**config.mk**
```make
export PLATFORM = sky130hd
export DESIGN_NAME = alu_seq_flat
export DESIGN_NICKNAME = d
export VERILOG_FILES = /design/src/rtl/alu_seq_if.sv /design/src/rtl/alu_seq.sv /design/src/flat_wrapper.sv
export SDC_FILE = /design/constraint.sdc
export NUM_CORES = 1
export LEC_CHECK = 0
export ABC_AREA = 1
export CAP_MARGIN = 10
export CELL_PAD_IN_SITES_DETAIL_PLACEMENT = 1
export CELL_PAD_IN_SITES_GLOBAL_PLACEMENT = 1
export CORE_ASPECT_RATIO = 1.4
export CORE_MARGIN = 1
export CORE_UTILIZATION = 47
export CTS_CLUSTER_SIZE = 25
export DETAILED_ROUTE_END_ITERATION = 16
export DONT_BUFFER_PORTS = 1
export PLACE_DENSITY = 0.83
export SETUP_SLACK_MARGIN = 0.02
export SLEW_MARGIN = 20
export SYNTH_ARGS = -nofsm -noshare
export SYNTH_HDL_FRONTEND = slang
export SYNTH_SLANG_ARGS = --single-unit
```
**constraint.sdc**
```tcl
create_clock -name clk -period 4.5 [get_ports clk]
set_input_delay 0.675 -clock clk [delete_from_list [all_inputs] [get_ports clk]]
set_output_delay 0.675 -clock clk [all_outputs]
set_load 0.05 [all_outputs]
```
**src/rtl/alu_seq_if.sv**
```systemverilog
// Request/response bundle between the register-file read stage and alu_seq.
// The master issues operations and consumes results; the slave is the ALU.
interface alu_seq_if #(
   parameter int WIDTH = 16
);
   logic             in_valid;
   logic             in_ready;
   logic [2:0]       func;
   logic [WIDTH-1:0] operand1;
   logic [WIDTH-1:0] operand2;
   logic             out_valid;
   logic             out_ready;
   logic [WIDTH-1:0] result;
   logic             eq;
   logic             zero;
   logic             carry;

   modport master (
      output in_valid, func, operand1, operand2, out_ready,
      input  in_ready, out_valid, result, eq, zero, carry
   );

   modport slave (
      input  in_valid, func, operand1, operand2, out_ready,
      output in_ready, out_valid, result, eq, zero, carry
   );
endinterface

```
**src/rtl/alu_seq.sv**
```systemverilog
// Handshaked ALU with registered result/flags; logical shifts iterate SHIFT_STEP bits per cycle.
// state | meaning:  IDLE waiting for a request | SHIFT iterating a shift | DONE holding result for consumer
module alu_seq #(
   parameter int WIDTH      = 16,
   parameter int SHIFT_STEP = 1
) (
   input logic      clk,
   input logic      rst,
   alu_seq_if.slave bus
);
   localparam int SW = $clog2(WIDTH);
   localparam int CW = SW + 1;
   localparam logic [CW-1:0]  STEP    = CW'(SHIFT_STEP);
   localparam logic [WIDTH:0] ONE_EXT = {{WIDTH{1'b0}}, 1'b1};

   localparam logic [2:0] F_ADD   = 3'd0;
   localparam logic [2:0] F_SUB   = 3'd1;
   localparam logic [2:0] F_NAND  = 3'd2;
   localparam logic [2:0] F_PASS1 = 3'd3;
   localparam logic [2:0] F_EQ    = 3'd4;
   localparam logic [2:0] F_LTU   = 3'd5;
   localparam logic [2:0] F_SLL   = 3'd6;
   localparam logic [2:0] F_SRL   = 3'd7;

   typedef enum logic [1:0] {IDLE, SHIFT, DONE} state_t;

   state_t           state_q;
   logic [WIDTH-1:0] acc_q;
   logic [CW-1:0]    rem_q;
   logic             dir_right_q;
   logic [WIDTH-1:0] result_q;
   logic             eq_q;
   logic             zero_q;
   logic             carry_q;
   logic             out_valid_q;

   logic             in_ready;
   logic             accept;
   logic [SW-1:0]    shamt;
   logic             start_shift;
   logic             op_eq;
   logic [WIDTH:0]   sum_add;
   logic [WIDTH:0]   sum_sub;
   logic [WIDTH-1:0] alu_res_d;
   logic             alu_carry_d;
   logic [CW-1:0]    step;
   logic [WIDTH-1:0] acc_d;
   logic [CW-1:0]    rem_d;

   assign in_ready    = (state_q == IDLE) || ((state_q == DONE) && bus.out_ready);
   assign accept      = bus.in_valid && in_ready;
   assign shamt       = bus.operand2[SW-1:0];
   assign start_shift = ((bus.func == F_SLL) || (bus.func == F_SRL)) && (shamt != '0);
   assign op_eq       = (bus.operand1 == bus.operand2);
   assign sum_add     = {1'b0, bus.operand1} + {1'b0, bus.operand2};
   assign sum_sub     = {1'b0, bus.operand1} + {1'b0, ~bus.operand2} + ONE_EXT;

   always_comb begin
      alu_res_d   = bus.operand1;
      alu_carry_d = 1'b0;
      case (bus.func)
         F_ADD: begin
            alu_res_d   = sum_add[WIDTH-1:0];
            alu_carry_d = sum_add[WIDTH];
         end
         F_SUB: begin
            alu_res_d   = sum_sub[WIDTH-1:0];
            alu_carry_d = sum_sub[WIDTH];
         end
         F_NAND:  alu_res_d = ~(bus.operand1 & bus.operand2);
         F_EQ:    alu_res_d = {{(WIDTH-1){1'b0}}, op_eq};
         F_LTU:   alu_res_d = {{(WIDTH-1){1'b0}}, (bus.operand1 < bus.operand2)};
         // PASS1 and zero-length shifts both return operand1
         default: alu_res_d = bus.operand1;
      endcase
   end

   always_comb begin
      step  = (rem_q < STEP) ? rem_q : STEP;
      acc_d = dir_right_q ? (acc_q >> step) : (acc_q << step);
      rem_d = rem_q - step;
   end

   always_ff @(posedge clk or posedge rst) begin
      if (rst) begin
         state_q     <= IDLE;
         acc_q       <= '0;
         rem_q       <= '0;
         dir_right_q <= 1'b0;
         result_q    <= '0;
         eq_q        <= 1'b0;
         zero_q      <= 1'b0;
         carry_q     <= 1'b0;
         out_valid_q <= 1'b0;
      end else begin
         case (state_q)
            IDLE, DONE: begin
               if (accept) begin
                  eq_q <= op_eq;
                  if (start_shift) begin
                     state_q     <= SHIFT;
                     acc_q       <= bus.operand1;
                     rem_q       <= CW'(shamt);
                     dir_right_q <= bus.func[0];
                     out_valid_q <= 1'b0;
                  end else begin
                     state_q     <= DONE;
                     result_q    <= alu_res_d;
                     zero_q      <= (alu_res_d == '0);
                     carry_q     <= alu_carry_d;
                     out_valid_q <= 1'b1;
                  end
               end else if ((state_q == DONE) && bus.out_ready) begin
                  state_q     <= IDLE;
                  out_valid_q <= 1'b0;
               end
            end
            SHIFT: begin
               acc_q <= acc_d;
               rem_q <= rem_d;
               if (rem_d == '0) begin
                  state_q     <= DONE;
                  result_q    <= acc_d;
                  zero_q      <= (acc_d == '0);
                  carry_q     <= 1'b0;
                  out_valid_q <= 1'b1;
               end
            end
            default: begin
               state_q     <= IDLE;
               out_valid_q <= 1'b0;
            end
         endcase
      end
   end

   assign bus.in_ready  = in_ready;
   assign bus.out_valid = out_valid_q;
   assign bus.result    = result_q;
   assign bus.eq        = eq_q;
   assign bus.zero      = zero_q;
   assign bus.carry     = carry_q;
endmodule

```
**src/flat_wrapper.sv**
```systemverilog
// flat-port wrapper written by rule: the top's interface ports become plain ports
module alu_seq_flat 
#(
   parameter int WIDTH      = 16,
   parameter int SHIFT_STEP = 1
)
  (clk, rst, bus_in_valid, bus_func, bus_operand1, bus_operand2, bus_out_ready, bus_in_ready, bus_out_valid, bus_result, bus_eq, bus_zero, bus_carry);
  alu_seq_if #(.WIDTH(WIDTH)) bus_i ();
  input logic clk;
  input logic rst;
  input wire logic [$bits(bus_i.in_valid)-1:0] bus_in_valid;
  input wire logic [$bits(bus_i.func)-1:0] bus_func;
  input wire logic [$bits(bus_i.operand1)-1:0] bus_operand1;
  input wire logic [$bits(bus_i.operand2)-1:0] bus_operand2;
  input wire logic [$bits(bus_i.out_ready)-1:0] bus_out_ready;
  output wire logic [$bits(bus_i.in_ready)-1:0] bus_in_ready;
  output wire logic [$bits(bus_i.out_valid)-1:0] bus_out_valid;
  output wire logic [$bits(bus_i.result)-1:0] bus_result;
  output wire logic [$bits(bus_i.eq)-1:0] bus_eq;
  output wire logic [$bits(bus_i.zero)-1:0] bus_zero;
  output wire logic [$bits(bus_i.carry)-1:0] bus_carry;
  assign bus_i.in_valid = bus_in_valid;
  assign bus_i.func = bus_func;
  assign bus_i.operand1 = bus_operand1;
  assign bus_i.operand2 = bus_operand2;
  assign bus_i.out_ready = bus_out_ready;
  assign bus_in_ready = bus_i.in_ready;
  assign bus_out_valid = bus_i.out_valid;
  assign bus_result = bus_i.result;
  assign bus_eq = bus_i.eq;
  assign bus_zero = bus_i.zero;
  assign bus_carry = bus_i.carry;
  alu_seq #(.WIDTH(WIDTH), .SHIFT_STEP(SHIFT_STEP)) u_core (.clk(clk), .rst(rst), .bus(bus_i));
endmodule
```
==> run summary, run 1 <==
status - complete, no violations
largest net degree at the start of global routing - 44
drt pass-1 iters - 4
gr ovfl total - 0
Hold Fails Final Rpt - 0
Static Leak - 0.00262 uW
DPL Wire Length - 14,200 um
layout cells sized above 1 - 0.0654
Post-synth top flop - dfrtp_1
routed len/inst - 19.4 um
Layout Skew - 0.00732 ns
vias in the first global route - 5,721
number of CTS-inserted buffers - 5
Chip Width - 88.1 um
clock sink count - 43
Tcrit/Tclk final - 0.648
input/output buffers - 0
Routed Antenna Nets - 0
CP Class - reg2reg
CP required - 4.65 ns
setup bufs post-CTS - 0
initial antenna violation count - 0
vias after detailed routing - 5,424
Arr. time, crit path - 3.06 ns
Gate Count Post-Synth - 793
Via density - 5.93
Critical Path End Type - flip-flop
placed cells - 907
CTS max path bufs - 2
Hold-fix buffers, CTS - 0
RSZ-0062 raised after global routing - no
Initial Util - 0.488
final setup violating endpoints - 0
total wire length - 17,700 um
Cell Area, Synth - 4880 um^2
Seq/Total Area, Yosys - 0.221
Antenna diodes - 0
Yosys warnings - 0
CTS tree - yes
die area - 10,800 um^2
setup tns final - 0 ns
Setup WS pre-CTS - 1.61 ns
final non-filler cell total - 915
Syn Nets - 867
Slew Viols, Final - 0
setup ws final - 1.59 ns
flops & latches, synth - 43
type of origin of the critical path - flip-flop
Peak supply drop - 0.200 mV
DR DRC count - 0
layout net count - 853
worst-path maximum fanout - 19
Synth cell types - 45
wire length of the first global-routing pass - 28,400 um
Least-Margin Pin Slew - 0.753 ns
Die Ht - 123 um
Hold Crit Class - in2async
clk slew on worst S/H paths - 0.06 ns
Max-Cap Viols - 0
Initial DRC Count - 294
Tot GR Track Use - 0.345
area growth from synthesis to layout - 4.56%
worst-skew pair later-pin latency - 0.29 ns
post-CTS resize count - 0
gpl congestion - 0.939
Max transition margin - 0.498
Fmax achieved - 0.343 GHz
row count - 43
P per Cell Area - 543 nW/um^2
I/O Pins - 60
Root Driver - clkbuf_16
syn_area_per_cell - 6.15 um^2
ys async rst share - 1.00
fin crit period - 2.91 ns
EDFF count, synth - 0
Core ar. - 10,000 um^2
CTS H-Tree Depth - 2
## cell usage after synthesis, types with 3 or more instances
library cell / count / area (um^2)
o221ai_1: 14 / 123
a21oi_1: 31 / 155
nor2_4: 6 / 67.6
clkbuf_1: 5 / 18.8
nor2_1: 68 / 255
or2_2: 4 / 25.0
a221o_1: 3 / 30.0
o21ai_0: 14 / 70.1
inv_1: 123 / 462
nand3_1: 88 / 440
nand4_1: 13 / 81.3
ha_1: 33 / 413
buf_6: 3 / 33.8
nand2_1: 246 / 923
inv_2: 11 / 41.3
buf_2: 14 / 70.1
o21ai_1: 12 / 60.1
dfrtp_1: 43 / 1080
o211ai_1: 21 / 158
nor2_2: 4 / 25.0
## through the flow
stage	instance area (um^2)	hold slack (ns)	utilization	power, uW
floorplan	4880	0.474	-	1980
global placement	4930	0.502	0.493	2240
detailed placement	4930	0.503	0.493	2320
CTS	5100	0.425	0.510	2760
global route	5100	0.448	0.510	2940
finish	5100	0.398	0.510	2770
## final timing paths
kind / cells past startpoint / start / slack [ns] / end
setup / recovery: 10 / u_core.state_q[1]$_DFFE_PP0P_ / 1.59 / u_core.bus.result[15]$_DFFE_PP0P_
hold / removal: 2 / rst / 0.40 / u_core.bus.result[14]$_DFFE_PP0P_
setup reg to reg: 10 / u_core.state_q[1]$_DFFE_PP0P_ / 1.59 / u_core.bus.result[15]$_DFFE_PP0P_
hold reg to reg: 1 / u_core.acc_q[14]$_DFFE_PP0P_ / 0.51 / u_core.acc_q[14]$_DFFE_PP0P_
max in group asynchronous: 2 / rst / 3.69 / u_core.rem_q[3]$_DFFE_PP0P_
min in group clk: 2 / bus_operand1[0] / 0.51 / u_core.acc_q[0]$_DFFE_PP0P_
## area by class of cell
type / instances / area [um^2]
fillers: 1443 / 4900
repair buffers: 2 / 15.0
clock inverters: 3 / 43.8
flip-flops and latches: 43 / 1080
multi-input cells: 592 / 3170
inverters: 135 / 507
clock buffers: 5 / 125
well taps: 135 / 169
## kinds of logic after synthesis
kind of cell | count (synthesis) | synth area share
buf+inv | 158 | 0.131
simple gates | 447 | 0.403
compound gates | 110 | 0.153
flops | 43 | 0.221
fa+ha+maj | 35 | 0.0928
## worst max-delay path: stages, from the launching register on
cell and delay (ns):
dfrtp_1 0.61, inv_2 0.14, nor2_1 0.08, nor2_4 0.30, nand2_2 0.20, nor2_2 0.33
inv_1 0.31, a21oi_4 0.32, inv_2 0.22, nand2_1 0.15, o221ai_2 0.10
## sequential cells by signal, summed over array words and instances, names as in the netlist
signal              count
u_core.acc_q           16
u_core.bus.carry        1
u_core.bus.eq           1
u_core.bus.result      16
u_core.bus.zero         1
u_core.dir_right_q      1
u_core.rem_q            5
u_core.state_q          2
## cell usage in the layout, fill, tap and decap left out, drive strengths merged, types with 2 or more instances in the layout
master,n
a21oi,34
nor3,4
o21ai,26
fa,2
or2,8
o221ai,16
ha,33
nand2,248
inv,133
nor4,2
nor2,78
clkbuf,5
a221o,3
o21bai,2
o31ai,2
buf,2
nand3,91
dfrtp,43
clkinv,4
o211ai,23
nand4,13
## per-layer routing
layer | GRT usage | vias to the layer above | share of wire
li1 | - | 2537 | -
met1 | 0.386 | 2634 | 0.39
met2 | 0.617 | 193 | 0.50
met3 | 0.0605 | 60 | 0.063
met4 | 0.177 | 0 | 0.048
met5 | 0 | - | 0
## where the power goes
part / switching [uW] / internal (uW)
clock network: 162 / 262
logic: 890 / 434
registers: 461 / 559
Power figures use the tool's default switching activity.
==> run 2, diff against run 1 <==
--- a/config.mk
+++ b/config.mk
@@ -11,11 +11,11 @@
 export CELL_PAD_IN_SITES_GLOBAL_PLACEMENT = 1
 export CORE_ASPECT_RATIO = 1.4
 export CORE_MARGIN = 1
-export CORE_UTILIZATION = 47
+export CORE_UTILIZATION = 46
 export CTS_CLUSTER_SIZE = 25
 export DETAILED_ROUTE_END_ITERATION = 16
 export DONT_BUFFER_PORTS = 1
-export PLACE_DENSITY = 0.83
+export PLACE_DENSITY = 0.81
 export SETUP_SLACK_MARGIN = 0.02
 export SLEW_MARGIN = 20
 export SYNTH_ARGS = -nofsm -noshare
==> constraint.sdc (replaced) <==
create_clock -name clk -period 2.9 [get_ports clk]
set_input_delay 0.435 -clock clk [delete_from_list [all_inputs] [get_ports clk]]
set_output_delay 0.435 -clock clk [all_outputs]
set_load 0.05 [all_outputs]
==> run summary, run 2 (synthesis gave the netlist of run 1 again) <==
most common cell after layout, fill and taps aside - nand2_1
vias in the first global route - 5,325
met1 usage - 0.383
DR DRC count - 0
Chip Width - 89.0 um
Arr. time, crit path - 2.62 ns
setup bufs post-CTS - 0
drt pass-1 iters - 4
Peak supply drop - 0.335 mV
status - complete, no violations
Hold Fails Final Rpt - 0
most used routing layer - met2
CP Class - reg2reg
worst-skew pair later-pin latency - 0.30 ns
row count - 44
FF-to-FF setup slack - 0.45 ns
clock sink count - 43
setup tns final - 0 ns
CTS H-Tree Depth - 2
routed len/inst - 18.6 um
worst-path maximum fanout - 19
Root Driver - clkbuf_16
# fillers - 1,460
Via density - 5.74
die area - 11,000 um^2
met3 Usage GRT - 0.0345
setup ws final - 0.450 ns
Critical Path End Type - flip-flop
Static Leak - 0.00266 uW
Initial DRC Count - 221
Fmax achieved - 0.408 GHz
R2R cell count - 14
layout cells sized above 1 - 0.0760
gpl congestion - 0.949
Die Ht - 124 um
P per Cell Area - 820 nW/um^2
final setup violating endpoints - 0
Max transition margin - 0.615
layout net count - 863
Tot GR Track Use - 0.324
CP required - 3.07 ns
fin crit period - 2.45 ns
clk slew on worst S/H paths - 0.06 ns
post-CTS resize count - 0
grt met2 use - 0.580
total wire length - 17,300 um
type of origin of the critical path - flip-flop
Core ar. - 10,300 um^2
CTS max path bufs - 2
Hold Crit Class - in2async
RSZ-0062 raised after global routing - no
Setup WS pre-CTS - 0.313 ns
DPL Wire Length - 14,100 um
I/O Pins - 60
Slew Viols, Final - 0
final core occ - 0.498
initial antenna violation count - 0
largest net degree at the start of global routing - 44
number of CTS-inserted buffers - 5
Hold-fix buffers, CTS - 0
FF-to-FF Start - u_core.rem_q[2]$_DFFE_PP0P_
Max-Cap Viols - 0
wire length of the first global-routing pass - 27,000 um
Least-Margin Pin Slew - 0.578 ns
Tcrit/Tclk final - 0.845
most frequent cells in the layout - nand2_1, inv_1, nand3_1
CTS tree - yes
R2R Path End - u_core.bus.result[10]$_DFFE_PP0P_
vias after detailed routing - 5,324
Antenna diodes - 0
Initial Util - 0.471
gr ovfl total - 0
Critical Path Source - u_core.rem_q[2]$_DFFE_PP0P_
area growth from synthesis to layout - 5.67%
Layout Skew - 0.00625 ns
Routed Antenna Nets - 0
input/output buffers - 0
## run 2: cell count changes in the layout (fill, tap and decap cells not counted)
cell / before / now
buf_4: 2 / 12
clkbuf_8: 0 / 1
bufinv_16: 1 / 0
clkinv_4: 1 / 0
## run 2: worst max-delay path by stage
stage / to / cells after the start
after floorplan: u_core.bus.result[1]$_DFFE_PP0P_ / 11
after global placement: u_core.bus.zero$_DFFE_PP0P_ / 16
after detailed placement: u_core.bus.zero$_DFFE_PP0P_ / 16
after CTS: u_core.bus.result[10]$_DFFE_PP0P_ / 14
after global routing: u_core.bus.result[10]$_DFFE_PP0P_ / 15
final: u_core.bus.result[10]$_DFFE_PP0P_ / 14
## run 2: layer usage
layer	up-vias	wire (um)
met5	-	0
met4	0	661
met3	47	749
met2	142	8850
met1	2583	7020
li1	2552	-
## run 2: worst max-delay path, cell delays in order, from the launching register on
cell      delay (ns)
dfrtp_1         0.44
nor2_4          0.08
inv_2           0.07
nor2_4          0.04
nor2_2          0.14
inv_1           0.06
ha_1            0.18
inv_1           0.09
nand3_1         0.11
o21ai_1         0.29
nand3_4         0.14
a21oi_4         0.22
inv_2           0.21
nand2_1         0.13
o221ai_1        0.11
## run 2: through the flow
stage,cells,cell area [um^2],hold WS [ns],total power [uW]
after floorplan,793,4880,0.474,3080
after global placement,920,5010,0.481,3550
after detailed placement,920,5010,0.486,3640
after CTS,927,5160,0.181,4220
after global routing,927,5160,0.221,4510
final,927,5160,0.160,4230
## run 2: final cells by class
class | instances | area, um^2 | share of cell area
multi-input combinational | 592 | 3170 | 0.614
inverter | 135 | 507 | 0.0983
clock buffer | 6 | 139 | 0.0269
sequential | 43 | 1080 | 0.209
timing repair buffer | 12 | 90.1 | 0.0175
tap | 138 | 173 | 0.0335
clock inverter | 1 | 5.00 | 0.000971
## run 2: power breakdown
group          internal (uW)  switching, uW  total [uW]
logic                    733           1430        2170
clock network            336            234         570
registers                870            625        1490
==> run 3, diff against run 2 <==
--- a/config.mk
+++ b/config.mk
@@ -11,11 +11,11 @@
 export CELL_PAD_IN_SITES_GLOBAL_PLACEMENT = 1
 export CORE_ASPECT_RATIO = 1.4
 export CORE_MARGIN = 1
-export CORE_UTILIZATION = 46
+export CORE_UTILIZATION = 41
 export CTS_CLUSTER_SIZE = 25
 export DETAILED_ROUTE_END_ITERATION = 16
 export DONT_BUFFER_PORTS = 1
-export PLACE_DENSITY = 0.81
+export PLACE_DENSITY = 0.76
 export SETUP_SLACK_MARGIN = 0.02
 export SLEW_MARGIN = 20
 export SYNTH_ARGS = -nofsm -noshare
==> constraint.sdc (replaced) <==
create_clock -name clk -period 2 [get_ports clk]
set_input_delay 0.3 -clock clk [delete_from_list [all_inputs] [get_ports clk]]
set_output_delay 0.3 -clock clk [all_outputs]
set_load 0.05 [all_outputs]
==> run summary, run 3 (synthesis gave the netlist of run 1 again) <==
Antenna diodes - 0
input/output buffers - 0
crit-path max cell delay - 0.42 ns
slowest CP cell - dfrtp_1
Root Driver - clkbuf_16
Least-Margin Pin Slew - 0.595 ns
crit path buf inv count - 6
Peak supply drop - 0.486 mV
Tcrit/Tclk final - 1.16
routed len/inst - 22.7 um
DPL Wire Length - 15,700 um
Arr. time, crit path - 2.56 ns
P per Cell Area - 1320 nW/um^2
initial antenna violation count - 0
Max-Cap Viols - 0
layout net count - 982
wire length of the first global-routing pass - 33,400 um
layout cells sized above 1 - 0.244
total stage count of the critical path - 13
row count - 46
Routed Antenna Nets - 0
Slew Viols, Final - 0
die area - 12,300 um^2
final hold slack - 0.0145 ns
Max transition margin - 0.603
sw power - 4660 uW
type of origin of the critical path - flip-flop
gpl congestion - 0.932
CP Class - reg2reg
Initial Util - 0.426
CP required - 2.24 ns
Internal Dissipation - 3820 uW
Fmax achieved - 0.431 GHz
critical path cell sequence - nor2_4 > inv_2 > nor2_4 > buf_6 > nand2_8 > buf_6 > buf_4 > buf_4 > o221ai_2 > nand4_1 > o21ai_2 > inv_2 > a21oi_2
FF-to-FF setup slack - -0.32 ns
multi-input combinational cell area - 3440 um^2
CTS H-Tree Depth - 2
Core ar. - 11,500 um^2
setup ws final - -0.319 ns
vias in the first global route - 6,564
clk slew on worst S/H paths - 0.08 ns
failing checks - negative setup slack
placed cells - 1,018
status - finished with violations
switch share - 0.549
RSZ-0062 raised after global routing - yes
vias after detailed routing - 6,318
final setup violating endpoints - 22
fin crit period - 2.32 ns
I/O Pins - 60
R2R cell count - 13
final non-filler cell total - 1,053
area growth from synthesis to layout - 31.5%
# fillers - 1,544
Via density - 6.00
R2R Path End - u_core.bus.zero$_DFFE_PP0P_
FF-to-FF Start - u_core.rem_q[1]$_DFFE_PP0P_
CTS tree - yes
Die Ht - 131 um
Reg area - 1080 um^2
worst-path maximum fanout - 5
Hold Fails Final Rpt - 0
CTS max path bufs - 2
gr ovfl total - 0
Static Leak - 0.00329 uW
largest net degree at the start of global routing - 44
Hold Crit Class - in2async
Chip Width - 94.2 um
Layout Skew - 0.0174 ns
Critical Path End Type - flip-flop
Clk pwr share - 0.107
most common cell after layout, fill and taps aside - nand2_1
drt pass-1 iters - 5
DR DRC count - 0
most frequent cells in the layout - nand2_1, inv_1, buf_4
clock sink count - 43
cell family with most CP delay - buffers and inverters
Initial DRC Count - 434
Tot GR Track Use - 0.355
Flop pwr share - 0.269
overall power - 8480 uW
combinational power share - 0.625
worst-skew pair later-pin latency - 0.32 ns
total wire length - 23,900 um
setup tns final - -4.38 ns
number of CTS-inserted buffers - 5
[run 3: cell types whose count changed in the layout (fill, tap and decap cells not counted), sizes merged]
cell      delta
buf        +114
clkbuf       +1
clkinvlp     +2
nand2        +2
clkinv       +1
[run 3: cell type report]
type / count / share of cell area
clock buffers: 6 / 0.0216
clock inverters: 2 / 0.00253
inverters: 135 / 0.0811
multi-input cells: 594 / 0.536
repair buffers: 127 / 0.159
well taps: 144 / 0.0281
repair inverters: 2 / 0.00429
flip-flops and latches: 43 / 0.168
[run 3: routing by layer]
layer	wire length (um)	global-route usage
met1	8500	0.378
met2	11900	0.643
met3	1650	0.0565
met4	1920	0.228
met5	0	0
[run 3: how the worst max path moves through the flow]
stage,from,endpoint
detailed placement,bus_operand1[0],u_core.bus.zero$_DFFE_PP0P_
global route,bus_operand1[0],u_core.bus.zero$_DFFE_PP0P_
finish,u_core.rem_q[1]$_DFFE_PP0P_,u_core.bus.zero$_DFFE_PP0P_
global placement,bus_operand1[0],u_core.bus.zero$_DFFE_PP0P_
floorplan,u_core.rem_q[1]$_DFFE_PP0P_,u_core.bus.result[1]$_DFFE_PP0P_
CTS,u_core.rem_q[2]$_DFFE_PP0P_,u_core.bus.result[3]$_DFFE_PP0P_
[run 3: through the flow]
step / util / setup slack, ns / cell area (um^2)
3_5_place_dp: 0.499 / -0.294 / 5720
2_1_floorplan: - / -0.125 / 4890
5_1_grt: 0.560 / -0.467 / 6420
6_report: 0.560 / -0.319 / 6420
4_1_cts: 0.524 / -0.0748 / 6000
3_3_place_gp: 0.499 / -0.197 / 5720
[run 3: power groups by stage]
| stage | sequential [uW] | combinational, uW | clock (uW) |
|---|---|---|---|
| floorplan | 2140 | 2330 | 0 |
| global placement | 2160 | 3370 | 0 |
| detailed placement | 2190 | 3570 | 0 |
| CTS | 2190 | 3980 | 868 |
| global route | 2310 | 5570 | 938 |
| finish | 2280 | 5300 | 905 |
[run 3: what timing repair did]
item	CTS	global route
hold buffers	0	0
setup buffers	4	18
pin swaps	4	16
cloned	3	2
endpoints found under the setup margin	20	22
resized for setup	21	62
